==> src/rtl/lamp_mode_scheduler.sv <==
// Car lamp front end: debounces four raw switches, arbitrates them into a lamp mode,
// and generates the animation tick, the door-light timeout and the 7-segment status codes.
module lamp_mode_scheduler #(
  parameter int DEB_CYCLES  = 500000,
  parameter int TICK_DIV    = 10000000,
  parameter int DOOR_CYCLES = 536870912
) (
  input  logic       clk,
  input  logic       rst,
  input  logic       sw_left,
  input  logic       sw_right,
  input  logic       sw_brake,
  input  logic       sw_door,
  output logic [2:0] mode,
  output logic       mode_chg,
  output logic       tick,
  output logic       door_timeout,
  output logic [6:0] seg_l,
  output logic [6:0] seg_r
);

  typedef enum logic [2:0] {
    IDLE     = 3'd0,
    LEFT     = 3'd1,
    RIGHT    = 3'd2,
    BRAKE    = 3'd3,
    HAZARD   = 3'd4,
    DOOR_ON  = 3'd5,
    DOOR_OFF = 3'd6
  } mode_t;

  localparam int DEB_W  = (DEB_CYCLES  > 1) ? $clog2(DEB_CYCLES)  : 1;
  localparam int TICK_W = (TICK_DIV    > 1) ? $clog2(TICK_DIV)    : 1;
  localparam int DOOR_W = (DOOR_CYCLES > 1) ? $clog2(DOOR_CYCLES) : 1;

  localparam logic [DEB_W-1:0]  DEB_LAST  = DEB_W'(DEB_CYCLES - 1);
  localparam logic [TICK_W-1:0] TICK_LAST = TICK_W'(TICK_DIV - 1);
  localparam logic [DOOR_W-1:0] DOOR_LAST = DOOR_W'(DOOR_CYCLES - 1);

  localparam logic [6:0] SEG_DASH  = 7'b0110000;
  localparam logic [6:0] SEG_ARROW = 7'b0111111;
  localparam logic [6:0] SEG_BRAKE = 7'b1110011;
  localparam logic [6:0] SEG_DOOR  = 7'b1111001;

  // Debounce: bit index 0 left, 1 right, 2 brake, 3 door.
  logic [3:0]       raw;
  logic [3:0]       deb;
  logic [DEB_W-1:0] deb_cnt [4];

  assign raw = {sw_door, sw_brake, sw_right, sw_left};

  // NOTE: sequential state uses non-blocking assignments so every register
  // samples the pre-edge values of its neighbours, independent of block order.
  always_ff @(posedge clk) begin
    for (int i = 0; i < 4; i++) begin
      if (rst) begin
        deb_cnt[i] <= '0;
        deb[i]     <= 1'b0;
      end else if (raw[i] == deb[i]) begin
        deb_cnt[i] <= '0;
      end else if (deb_cnt[i] == DEB_LAST) begin
        deb[i]     <= ~deb[i];
        deb_cnt[i] <= '0;
      end else begin
        deb_cnt[i] <= deb_cnt[i] + 1'b1;
      end
    end
  end

  logic d_left, d_right, d_brake, d_door;

  assign d_left  = deb[0];
  assign d_right = deb[1];
  assign d_brake = deb[2];
  assign d_door  = deb[3];

  mode_t             mode_q;
  mode_t             next_mode;
  logic [TICK_W-1:0] tick_cnt;
  logic [DOOR_W-1:0] door_cnt;
  logic              door_expire;
  logic              changing;
  logic              ticking;

  assign door_expire = (mode_q == DOOR_ON) && (door_cnt == DOOR_LAST);
  assign changing    = (next_mode != mode_q);
  assign ticking     = (mode_q == LEFT) || (mode_q == RIGHT) ||
                       (mode_q == BRAKE) || (mode_q == HAZARD);

  // Fixed-priority arbiter; an open door masks brake and indicator requests.
  // NOTE: next_mode gets a default before any branch so no path leaves it
  // unassigned, which would otherwise infer a latch.
  always_comb begin
    next_mode = IDLE;
    if (d_door) begin
      if (mode_q == DOOR_OFF)     next_mode = DOOR_OFF;
      else if (mode_q == DOOR_ON) next_mode = door_expire ? DOOR_OFF : DOOR_ON;
      else                        next_mode = DOOR_ON;
    end else if (d_brake) begin
      next_mode = BRAKE;
    end else if (d_left && d_right) begin
      next_mode = HAZARD;
    end else if (d_left) begin
      next_mode = LEFT;
    end else if (d_right) begin
      next_mode = RIGHT;
    end
  end

  function automatic logic [13:0] seg_codes(input mode_t m);
    case (m)
      LEFT:              seg_codes = {SEG_ARROW, SEG_DASH};
      RIGHT:             seg_codes = {SEG_DASH, SEG_ARROW};
      BRAKE:             seg_codes = {SEG_BRAKE, SEG_BRAKE};
      HAZARD:            seg_codes = {SEG_ARROW, SEG_ARROW};
      DOOR_ON, DOOR_OFF: seg_codes = {SEG_DOOR, SEG_DOOR};
      default:           seg_codes = {SEG_DASH, SEG_DASH};
    endcase
  endfunction

  always_ff @(posedge clk) begin
    if (rst) begin
      mode_q       <= IDLE;
      mode_chg     <= 1'b0;
      tick         <= 1'b0;
      door_timeout <= 1'b0;
      seg_l        <= SEG_DASH;
      seg_r        <= SEG_DASH;
      tick_cnt     <= '0;
      door_cnt     <= '0;
    end else begin
      mode_q         <= next_mode;
      mode_chg       <= changing;
      door_timeout   <= door_expire && (next_mode == DOOR_OFF);
      {seg_l, seg_r} <= seg_codes(next_mode);

      // A mode change wins over a coinciding wrap: counter restarts, no tick.
      if (changing || !ticking) begin
        tick_cnt <= '0;
        tick     <= 1'b0;
      end else if (tick_cnt == TICK_LAST) begin
        tick_cnt <= '0;
        tick     <= 1'b1;
      end else begin
        tick_cnt <= tick_cnt + 1'b1;
        tick     <= 1'b0;
      end

      if ((mode_q == DOOR_ON) && !changing) door_cnt <= door_cnt + 1'b1;
      else                                  door_cnt <= '0;
    end
  end

  assign mode = mode_q;

endmodule
==> config.mk <==
export PLATFORM = sky130hd
export DESIGN_NAME = lamp_mode_scheduler
export DESIGN_NICKNAME = d
export VERILOG_FILES = /design/src/rtl/lamp_mode_scheduler.sv
export SDC_FILE = /design/constraint.sdc
export NUM_CORES = 1
export LEC_CHECK = 0
export BUFFER_PORTS_ARGS = -buffer_cell sky130_fd_sc_hd__clkbuf_2
export CAP_MARGIN = 20
export CORE_MARGIN = 4
export CORE_UTILIZATION = 56
export CTS_CLUSTER_DIAMETER = 100
export DETAILED_ROUTE_END_ITERATION = 8
export MAX_ROUTING_LAYER = met4
export PLACE_DENSITY_LB_ADDON = 0.1
export SYNTH_ARGS = -nofsm -noshare
export SYNTH_HDL_FRONTEND = slang
export SYNTH_SLANG_ARGS = --single-unit
==> constraint.sdc <==
create_clock -name clk -period 2.2 [get_ports clk]
set_input_delay 0 -clock clk [delete_from_list [all_inputs] [get_ports clk]]
set_output_delay 0 -clock clk [all_outputs]
set_load 0.05 [all_outputs]
* After elaboration in Yosys (flattened, before gate mapping)
Memories as Yosys holds them, arrays and structs flattened. Cells that the tools add are included.
Storage, ports and cells: output and inout bits 20, word-level logic and storage cells 149, bits of input ports 6, memories kept 1, bits in writable memories 76, bits in registers 77
Operators by class: $add $sub $neg 6, bitwise logic cells 21, eq/ne operators 23, reductions and logical operators 18, muxes and demuxes 68
Memory list:
- deb_cnt | depth 4, width 19, rd ports 4, clocked after memory_dff 0, wr ports 4, RTL line 48 | logic [DEB_W-1:0] deb_cnt [4];
Operators by type and width (number):
- $mux W19 | 12
- $add A19 B1 Y19 const B | 4
- $eq A19 B19 Y1 const B | 4
- $pmux W14 S5 | 1
- $mux W1 | 47
- $add A29 B1 Y29 const B | 1
- $eq A29 B29 Y1 const B | 1
- $add A24 B1 Y24 const B | 1
- $eq A24 B24 Y1 const B | 1
- $eq A3 B3 Y1 const B | 6
- $eq A3 B2 Y1 const B | 4
- $or A1 B1 Y1 | 12
- $mux W2 | 5
- $mux W3 | 3
- $not A1 Y1 | 9
- $reduce_and A2 Y1 | 4
- $eq A3 B1 Y1 const B | 2
- $reduce_or A2 Y1 | 3
- $eq A1 B1 Y1 | 4
- $logic_and A1 B1 Y1 | 4
- $logic_or A1 B1 Y1 | 4
- $ne A3 B3 Y1 | 1
- $reduce_or A3 Y1 | 1
- $logic_not A1 Y1 | 2

* Depth between registers and ports, before layout
Gate-level depths: netlist of the first run.
depth after elaboration 11, mapped depth 8, depth with buffers taken out 6

* Worst setup path before layout of the first run
Ideal clock, no wire load.
kind register to register, start point memory deb_cnt[2][11] in the netlist's numbering, end point memory deb_cnt[2][14] in the netlist's numbering, data pin, stages on the path, launching flop included 8, library setup time 0.254 ns, path buffers 2, clock period less this slack 2.415 ns, data required time 1.946 ns, slack -0.215 ns, arrival 2.161 ns, cells stage by stage edfxtp_1 -> or4b_1 -> or4_1 -> nor4_2 -> or3_1 -> buf_6 -> buf_12 -> nor2_1
RTL lines (RTL line):
- start, declared | 48

==> flow_metrics.py, run 1 <==
metrics = {
    "status": {
        "status": "finished with violations",
        "failed_checks": "negative setup slack",
    },
    "global_route": {
        "grt_overflow": 0,
        "grt_max_degree": 30,
        "use_met1_pct": 24.3,
        "grt_usage_pct": 20.3,
        "busiest_layer": "met2",
        "antenna_found_initial": 0,
        "grt_pass1_wl_mm": 23.6,
        "grt_util_met3_pct": 4.57,
        "grt_pass1_vias": 5281,
        "grt_use_met2_pct": 33.6,
    },
    "clock_network": {
        "clk_pin_slew_ns": 0.06,
        "clockBufferDepth": 2,
        "cts.sinks": 148,
        "cts_buffers": 17,
        "cts_tree": "yes",
        "cts.htree.levels": 4,
        "clk-insertion-delay-late_ns": 0.42,
        "cts-root-buf": "clkbuf_16",
    },
    "drt": {
        "drt_first_iter_violations": 366,
        "detail-route-antenna-nets": 0,
        "firstDrtPassIters": 5,
        "via_per_inst": 5.14,
        "wl_mm": 13.6,
        "drc_errors": 0,
        "num_vias": 5453,
        "wire_per_inst_um": 12.8,
    },
    "layout": {
        "drive_gt1_share_pct": 11.1,
        "stdcell_count": 1061,
        "diodes": 0,
        "synthToLayoutAreaGrowth_pct": 20.8,
        "nets": 888,
    },
    "job": {
        "maxCapViolations": 0,
    },
    "timing": {
        "fmax_mhz": 439,
        "rsz0062_at_grt": "true",
        "setup_viol": 19,
        "hold_violations": 0,
        "slew_violations": 0,
        "slew_headroom_pct": 64.6,
        "hold_ws_ns": 0.0467,
        "worstMarginPinSlew_ns": 0.526,
        "tns_ns": -1.35,
        "setup_ws_ns": -0.0801,
        "skew_ns": 0.00608,
        "period_share_pct": 104,
        "min_period_ns": 2.28,
    },
    "placement": {
        "dp_slack_ns": -0.0879,
        "place_inst": 1022,
        "gp_congestion": 0.814,
        "dp_hpwl_mm": 9.40,
        "numPortBuffers": 21,
    },
    "power_and_ir_drop": {
        "powerDensity_nw_per_um2": 727,
        "ir_worst_vdd_v": 0.000504,
        "total_leakage_power_uw": 0.00308,
    },
    "yosys": {
        "async_flop_share_pct": 0,
        "synth_top_cell_area_share_pct": 31.7,
        "synthCells": 747,
        "synth.largest_area_cell": "edfxtp_1",
        "syn_area_per_cell_um2": 9.62,
        "yosys_register_bits": 148,
        "synth_edf_count": 76,
        "syn_area_um2": 7190,
        "synth-main-ff-cell": "edfxtp_1",
        "yosysMostFrequentCell": "nor2_1",
        "synth_cell_types": 46,
        "yosysWarnings": 0,
        "synthTopCellsByCount": "157 x nor2_1, 76 x edfxtp_1, 72 x dfxtp_1, 66 x xor2_1, 55 x xnor2_1",
        "seq_area_frac_synth_pct": 51.8,
        "synthTopCellsByArea": "edfxtp_1 32%, dfxtp_1 20%, nor2_1 8.2%",
    },
    "setup_path": {
        "max_stage_delay_ns": 0.54,
        "cp-start-kind": "flip-flop",
        "end_kind": "flip-flop",
        "critical_path_class": "flip-flop to flip-flop",
        "crit_slowest_cell": "or4b_4",
        "critPathMaxFanout": 19,
        "arrival_ns": 2.45,
        "crit_required_ns": 2.37,
        "critPathBufInv": 1,
        "cpLargestDelayFamily": "simple AND/OR/NAND/NOR gates",
        "worstPathCellList": "or4b_4, or4_4, nor4_4, or3_4, buf_12, nor2_1",
    },
    "floorplan": {
        "die_area_um2": 14700,
        "ios": 26,
        "row_count": 41,
        "die_h_um": 121,
        "initial_utilization_pct": 57.0,
        "core_area_um2": 12600,
        "die_w_um": 121,
    },
    "hold_path": {
        "hp-class": "input pin to flip-flop",
    },
}
cell usage in the layout (no fill, tap or decap), drive strengths merged, types with 3 or more instances in the layout:
cell         instances
a21oi                5
and3                12
and4                 5
buf                 37
bufinv               4
clkbuf              41
clkinv               7
conb                80
dfxtp               72
dlygate4sd3          4
edfxtp              76
ha                   6
inv                 16
mux2i                4
nand2               52
nand3               44
nand4               41
nor2               157
nor2b                4
nor3                41
nor3b                3
nor4                22
o21ai                3
or3                  7
or4b                 3
xnor2               55
xor2                66
cell families after synthesis:
logic type | after synthesis | synth area share (%)
simple gates | 404 | 27.2
flops | 148 | 51.8
xor+xnor | 121 | 14.7
buf+inv | 47 | 3.22
compound gates | 16 | 1.39
fa+ha+maj | 6 | 1.04
mux | 4 | 0.557
other cells | 1 | 0.0522
power by group:
group | switching [µW] | internal (µW) | total, µW
registers | 78.6 | 2990 | 3060
logic | 144 | 109 | 252
clock network | 1060 | 1940 | 3000
total | 1280 | 5030 | 6320
metal layers:
layer | vias up | routed length (µm)
li1 | 2791 | -
met1 | 2568 | 6090
met2 | 75 | 6730
met3 | 19 | 457
met4 | 0 | 294
met5 | - | 0
metrics by stage:
stage | instance area (µm²) | power [µW] | util (%)
2_1_floorplan | 7490 | 3280 | -
5_1_grt | 8680 | 6520 | 68.8
3_5_place_dp | 7970 | 3350 | 63.1
3_3_place_gp | 7970 | 3340 | 63.1
6_report | 8680 | 6320 | 68.8
4_1_cts | 8660 | 6370 | 68.6
repair_timing:
item	CTS	global route
hold buffers	4	0
gates resized for setup	3	5
pin swaps	2	2
gates cloned	0	0
setup endpoints to repair	23	33
buffers inserted	3	1
endpoints found under the hold margin	4	0
cell type report:
type	count	area, µm²
Fill cell	1051	3940
Sequential cell	148	3720
Multi-Input combinational cell	631	3570
Clock inverter	12	159
Timing Repair Buffer	62	498
Inverter	16	60.1
Clock buffer	20	457
Tap cell	172	215
flip-flops by register name, indices dropped and copies added (netlist names), 3 cells and up:
| name | cells |
|---|---|
| deb_cnt | 76 |
| door_cnt | 29 |
| tick_cnt | 24 |
| seg_l | 5 |
| deb | 4 |
| seg_r | 4 |
| mode | 3 |
final timing paths:
check | to | depth (start not counted) | from | slack [ns]
hold reg to reg | door_cnt[0]$_SDFF_PP0_ | 1 | door_cnt[0]$_SDFF_PP0_ | 0.47
hold / removal | deb[1]$_SDFFE_PP0P_ | 2 | rst | 0.05
setup reg to reg | deb_cnt[2][6]$_SDFFCE_PN0P_ | 6 | deb_cnt[2][6]$_SDFFCE_PN0P_ | -0.08
setup / recovery | deb_cnt[2][6]$_SDFFCE_PN0P_ | 6 | deb_cnt[2][6]$_SDFFCE_PN0P_ | -0.08
worst register-to-register path: stages (launching register included):
cell and delay (ns):
edfxtp_1 0.40, or4b_4 0.54, or4_4 0.44, nor4_4 0.27, or3_4 0.18, buf_12 0.14
nor2_1 0.06
(Power assumes the default switching activity.)
==> inputs of run 2 (changes only) <==
--- a/config.mk
+++ b/config.mk
@@ -8,11 +8,13 @@
 export BUFFER_PORTS_ARGS = -buffer_cell sky130_fd_sc_hd__clkbuf_2
 export CAP_MARGIN = 20
 export CORE_MARGIN = 4
-export CORE_UTILIZATION = 56
+export CORE_UTILIZATION = 32
 export CTS_CLUSTER_DIAMETER = 100
 export DETAILED_ROUTE_END_ITERATION = 8
 export MAX_ROUTING_LAYER = met4
 export PLACE_DENSITY_LB_ADDON = 0.1
+export RECOVER_POWER = 50
+export SKIP_LAST_GASP = 1
 export SYNTH_ARGS = -nofsm -noshare
 export SYNTH_HDL_FRONTEND = slang
 export SYNTH_SLANG_ARGS = --single-unit
==> flow_metrics.py, run 2 (synthesis results as in run 1) <==
metrics = {
    "status": {
        "status": "finished with violations",
        "failed_checks": "negative setup slack",
    },
    "floorplan": {
        "core_area_um2": 22000,
        "ios": 26,
        "die_w_um": 158,
        "die_h_um": 158,
        "row_count": 54,
        "die_area_um2": 24900,
        "initial_utilization_pct": 32.7,
    },
    "timing": {
        "fmax_mhz": 442,
        "hold_ws_ns": 0.0492,
        "setup_viol": 19,
        "period_share_pct": 103,
        "worstMarginPinSlew_ns": 0.738,
        "min_period_ns": 2.26,
        "hold_violations": 0,
        "skew_ns": 0.00761,
        "rsz0062_at_grt": "true",
        "slew_headroom_pct": 51.0,
        "slew_violations": 0,
        "setup_ws_ns": -0.0611,
    },
    "setup_path": {
        "critPathMaxFanout": 8,
        "reg2reg_from": "deb_cnt[2][11]$_SDFFCE_PN0P_",
        "r2r_end": "deb_cnt[2][8]$_SDFFCE_PN0P_",
        "arrival_ns": 2.44,
        "cp-start-kind": "flip-flop",
        "crit_required_ns": 2.38,
        "max_stage_delay_ns": 0.54,
        "worstPathCellList": "or4b_1, or4_4, nor4_4, or3_4, buf_6, nor2_1",
        "end_kind": "flip-flop",
        "reg2reg_slack_ns": -0.06,
        "worstRegToRegCells": 6,
        "critPathBufInv": 1,
        "crit_slowest_cell": "or4b_1",
        "cpLargestDelayFamily": "simple AND/OR/NAND/NOR gates",
        "critical_path_class": "flip-flop to flip-flop",
    },
    "layout": {
        "final_cell_mix": "150 x nor2_1, 80 x conb_1, 76 x edfxtp_1",
        "stdcell_count": 1170,
        "final_common_cell": "nor2_1",
        "postLayoutCoreUtil_pct": 39.8,
        "nets": 889,
        "fillers": 2182,
        "drive_gt1_share_pct": 10.0,
        "synthToLayoutAreaGrowth_pct": 21.7,
        "reg.largest.list": "deb_cnt: 76 flops, door_cnt: 29 flops, tick_cnt: 24 flops",
        "regMostFlops": "deb_cnt",
        "diodes": 0,
        "largest_register_ffs": 76,
    },
    "hold_path": {
        "hp-class": "input pin to flip-flop",
        "hold_path_end": "deb[0]$_SDFFE_PP0P_",
        "min_path_cells": 2,
        "hp-start": "rst",
    },
    "drt": {
        "drc_errors": 0,
        "wire_per_inst_um": 12.3,
        "via_per_inst": 4.56,
        "detail-route-antenna-nets": 0,
        "num_vias": 5338,
        "wl_mm": 14.3,
        "firstDrtPassIters": 4,
        "drt_first_iter_violations": 246,
    },
    "global_route": {
        "grt_overflow": 0,
        "grt_usage_pct": 12.6,
        "antenna_found_initial": 0,
        "grt_pass1_vias": 5242,
        "grt_max_degree": 30,
        "grt_pass1_wl_mm": 24.9,
    },
    "power_and_ir_drop": {
        "total_leakage_power_uw": 0.00299,
        "ir_worst_vdd_v": 0.000490,
        "powerDensity_nw_per_um2": 717,
    },
    "placement": {
        "gp_congestion": 0.761,
        "numPortBuffers": 21,
        "dp_hpwl_mm": 10.3,
        "dp_slack_ns": -0.111,
        "place_inst": 1133,
    },
    "clock_network": {
        "cts_tree": "yes",
        "clk_pin_slew_ns": 0.06,
        "clk-insertion-delay-late_ns": 0.42,
        "clockBufferDepth": 2,
        "cts.sinks": 148,
        "cts-root-buf": "clkbuf_16",
        "cts.htree.levels": 4,
        "cts_buffers": 17,
    },
    "job": {
        "maxCapViolations": 0,
    },
}
run 2: repair_timing:
| item | in CTS | in global routing |
|---|---|---|
| resized for setup | 10 | 7 |
| pin swaps | 3 | 3 |
| hold endpoints to repair | 4 | 0 |
| hold buffers | 4 | 0 |
| buffers inserted | 1 | 1 |
| endpoints found under the setup margin | 19 | 76 |
| gates cloned | 1 | 0 |
run 2: report_power, final:
part | switching [µW] | total [µW] | leakage (µW) | internal (µW)
Sequential | 75.5 | 3060 | 0.00136 | 2980
Clock | 1190 | 2960 | 0.000305 | 1770
Combinational | 143 | 246 | 0.00133 | 103
run 2: worst max path at each step:
| stage | from | endpoint | slack [ns] | cells after the start |
|---|---|---|---|---|
| 2_1_floorplan | deb_cnt[2][9]$_SDFFCE_PN0P_ | deb_cnt[2][0]$_SDFFCE_PN0P_ | -0.13 | 7 |
| 3_3_place_gp | deb_cnt[2][6]$_SDFFCE_PN0P_ | deb_cnt[2][7]$_SDFFCE_PN0P_ | -0.07 | 6 |
| 3_5_place_dp | deb_cnt[2][6]$_SDFFCE_PN0P_ | deb_cnt[2][5]$_SDFFCE_PN0P_ | -0.11 | 6 |
| 4_1_cts | deb_cnt[2][6]$_SDFFCE_PN0P_ | deb_cnt[2][8]$_SDFFCE_PN0P_ | -0.07 | 6 |
| 5_1_grt | deb_cnt[2][11]$_SDFFCE_PN0P_ | deb_cnt[2][13]$_SDFFCE_PN0P_ | -0.17 | 6 |
| 6_report | deb_cnt[2][11]$_SDFFCE_PN0P_ | deb_cnt[2][8]$_SDFFCE_PN0P_ | -0.06 | 6 |
run 2: cell type report:
class,instances,area [µm²],area share (%)
clock buffers,21,503,5.75
well taps,280,350,4.00
multi-input cells,631,3570,40.8
repair buffers,63,427,4.88
flip-flops and latches,148,3720,42.6
inverters,16,60.1,0.686
clock inverters,11,113,1.29
run 2: per-layer routing:
metal | vias to the layer above | GRT usage (%) | wire length [µm]
met1 | 2493 | 16.2 | 7090
met3 | 15 | 2.82 | 418
met2 | 45 | 19.8 | 6600
met5 | - | - | 0
li1 | 2785 | - | -
met4 | 0 | 4.38 | 226
run 2: per-stage QoR:
step | power (µW) | TNS [ns] | instance area (µm²)
finish | 6270 | -0.995 | 8750
global route | 6550 | -3.72 | 8750
CTS | 6380 | -1.34 | 8800
detailed placement | 3360 | -1.65 | 8100
global placement | 3350 | -0.895 | 8100
floorplan | 3280 | -1.51 | 7490
==> inputs of run 3 (changes only) <==
--- a/config.mk
+++ b/config.mk
@@ -14,7 +14,6 @@
 export MAX_ROUTING_LAYER = met4
 export PLACE_DENSITY_LB_ADDON = 0.1
 export RECOVER_POWER = 50
-export SKIP_LAST_GASP = 1
 export SYNTH_ARGS = -nofsm -noshare
 export SYNTH_HDL_FRONTEND = slang
 export SYNTH_SLANG_ARGS = --single-unit
==> flow_metrics.py, run 3 (synthesis results as in run 1) <==
metrics = {
    "status": {
        "status": "finished with violations",
        "failed_checks": "negative setup slack",
    },
    "clock_network": {
        "cts.sinks": 148,
        "cts-root-buf": "clkbuf_16",
        "clk-insertion-delay-late_ns": 0.42,
        "cts.htree.levels": 4,
        "clk_pin_slew_ns": 0.06,
        "cts_tree": "yes",
        "clockBufferDepth": 2,
        "cts_buffers": 17,
    },
    "floorplan": {
        "die_area_um2": 24900,
        "core_area_um2": 22000,
        "initial_utilization_pct": 32.7,
        "die_w_um": 158,
        "ios": 26,
        "die_h_um": 158,
        "row_count": 54,
    },
    "global_route": {
        "grt_usage_pct": 12.6,
        "antenna_found_initial": 0,
        "grt_pass1_wl_mm": 24.9,
        "grt_max_degree": 30,
        "grt_overflow": 0,
        "grt_pass1_vias": 5242,
    },
    "timing": {
        "slew_headroom_pct": 51.4,
        "hold_violations": 0,
        "worstMarginPinSlew_ns": 0.732,
        "slew_violations": 0,
        "setup_ws_ns": -0.0604,
        "min_period_ns": 2.26,
        "period_share_pct": 103,
        "fmax_mhz": 442,
        "rsz0062_at_grt": "true",
        "skew_ns": 0.00812,
        "setup_viol": 19,
        "tns_ns": -1.00,
    },
    "power_and_ir_drop": {
        "total_leakage_power_uw": 0.00299,
        "powerDensity_nw_per_um2": 717,
        "ir_worst_vdd_v": 0.000490,
    },
    "setup_path": {
        "crit_required_ns": 2.38,
        "critical_path_class": "flip-flop to flip-flop",
        "critPathBufInv": 1,
        "arrival_ns": 2.44,
        "max_stage_delay_ns": 0.54,
        "cpLargestDelayFamily": "simple AND/OR/NAND/NOR gates",
        "crit_slowest_cell": "or4b_1",
        "end_kind": "flip-flop",
        "critPathMaxFanout": 8,
        "worstPathCellList": "or4b_1, or4_4, nor4_4, or3_4, buf_6, nor2_1",
        "cp-start-kind": "flip-flop",
    },
    "layout": {
        "nets": 889,
        "fillers": 2181,
        "diodes": 0,
        "synthToLayoutAreaGrowth_pct": 21.8,
        "final_cell_mix": "150 x nor2_1, 80 x conb_1, 76 x edfxtp_1",
        "reg.largest.list": "deb_cnt: 76 flops, door_cnt: 29 flops, tick_cnt: 24 flops",
        "finish.instance_area_um2": 8750,
        "drive_gt1_share_pct": 10.1,
        "stdcell_count": 1170,
        "final_common_cell": "nor2_1",
        "regMostFlops": "deb_cnt",
        "largest_register_ffs": 76,
    },
    "drt": {
        "detail-route-antenna-nets": 0,
        "drt_first_iter_violations": 239,
        "num_vias": 5332,
        "wire_per_inst_um": 12.3,
        "firstDrtPassIters": 4,
        "wl_mm": 14.4,
        "drc_errors": 0,
        "via_per_inst": 4.56,
    },
    "placement": {
        "dp_hpwl_mm": 10.3,
        "place_area_um2": 8100,
        "numPortBuffers": 21,
        "place_inst": 1133,
        "gp_congestion": 0.761,
    },
    "job": {
        "maxCapViolations": 0,
    },
    "hold_path": {
        "hp-class": "input pin to flip-flop",
    },
}
-- run 3: cell types whose count changed in the layout (fill, tap and decap cells not counted) --
| cell | before | now |
|---|---|---|
| nor4bb_2 | 0 | 1 |
| nor4bb_1 | 2 | 1 |
-- run 3: path summary, 6_finish.rpt --
path | start | to | slack (ns) | depth (start not counted)
min reg2reg | door_cnt[0]$_SDFF_PP0_ | door_cnt[0]$_SDFF_PP0_ | 0.47 | 1
max | deb_cnt[2][11]$_SDFFCE_PN0P_ | deb_cnt[2][8]$_SDFFCE_PN0P_ | -0.06 | 6
max reg2reg | deb_cnt[2][11]$_SDFFCE_PN0P_ | deb_cnt[2][8]$_SDFFCE_PN0P_ | -0.06 | 6
min | rst | deb[0]$_SDFFE_PP0P_ | 0.05 | 2
-- run 3: through the flow --
stage	util [%]	hold WS, ns	setup WS, ns	power (µW)
final	39.9	0.0482	-0.0604	6270
after detailed placement	36.9	0.306	-0.111	3360
after CTS	40.1	0.0386	-0.0743	6380
after global routing	39.9	0.0914	-0.166	6550
after global placement	36.9	0.312	-0.0712	3350
after floorplan	-	0.147	-0.129	3280
-- run 3: final cells by class --
type                    count  area [µm²]  area share, %
inverters                  16        60.1          0.686
well taps                 280         350           4.00
flip-flops and latches    148        3720           42.5
multi-input cells         631        3580           40.9
clock inverters            11         113           1.29
clock buffers              21         503           5.75
repair buffers             63         427           4.87
-- run 3: report_power, final --
group / total, µW / switching (µW) / internal [µW]
logic: 246 / 143 / 103
registers: 3060 / 75.5 / 2980
clock network: 2970 / 1200 / 1770
total: 6270 / 1410 / 4860
-- run 3: timing repair --
item / CTS / global route
hold buffers: 4 / 0
pin swaps: 3 / 3
gates cloned: 1 / 0
gates resized for setup: 11 / 8
endpoints found under the setup margin: 19 / 76
hold endpoints to repair: 4 / 0
setup buffers: 1 / 0
-- run 3: layer usage --
layer  track usage (%)  part of all wire [%]  vias up
li1                  -                     -     2785
met1              16.2                    50     2489
met2              19.8                    46       43
met3              2.82                   2.9       15
met4              4.38                   1.6        0
met5                 -                     0        -
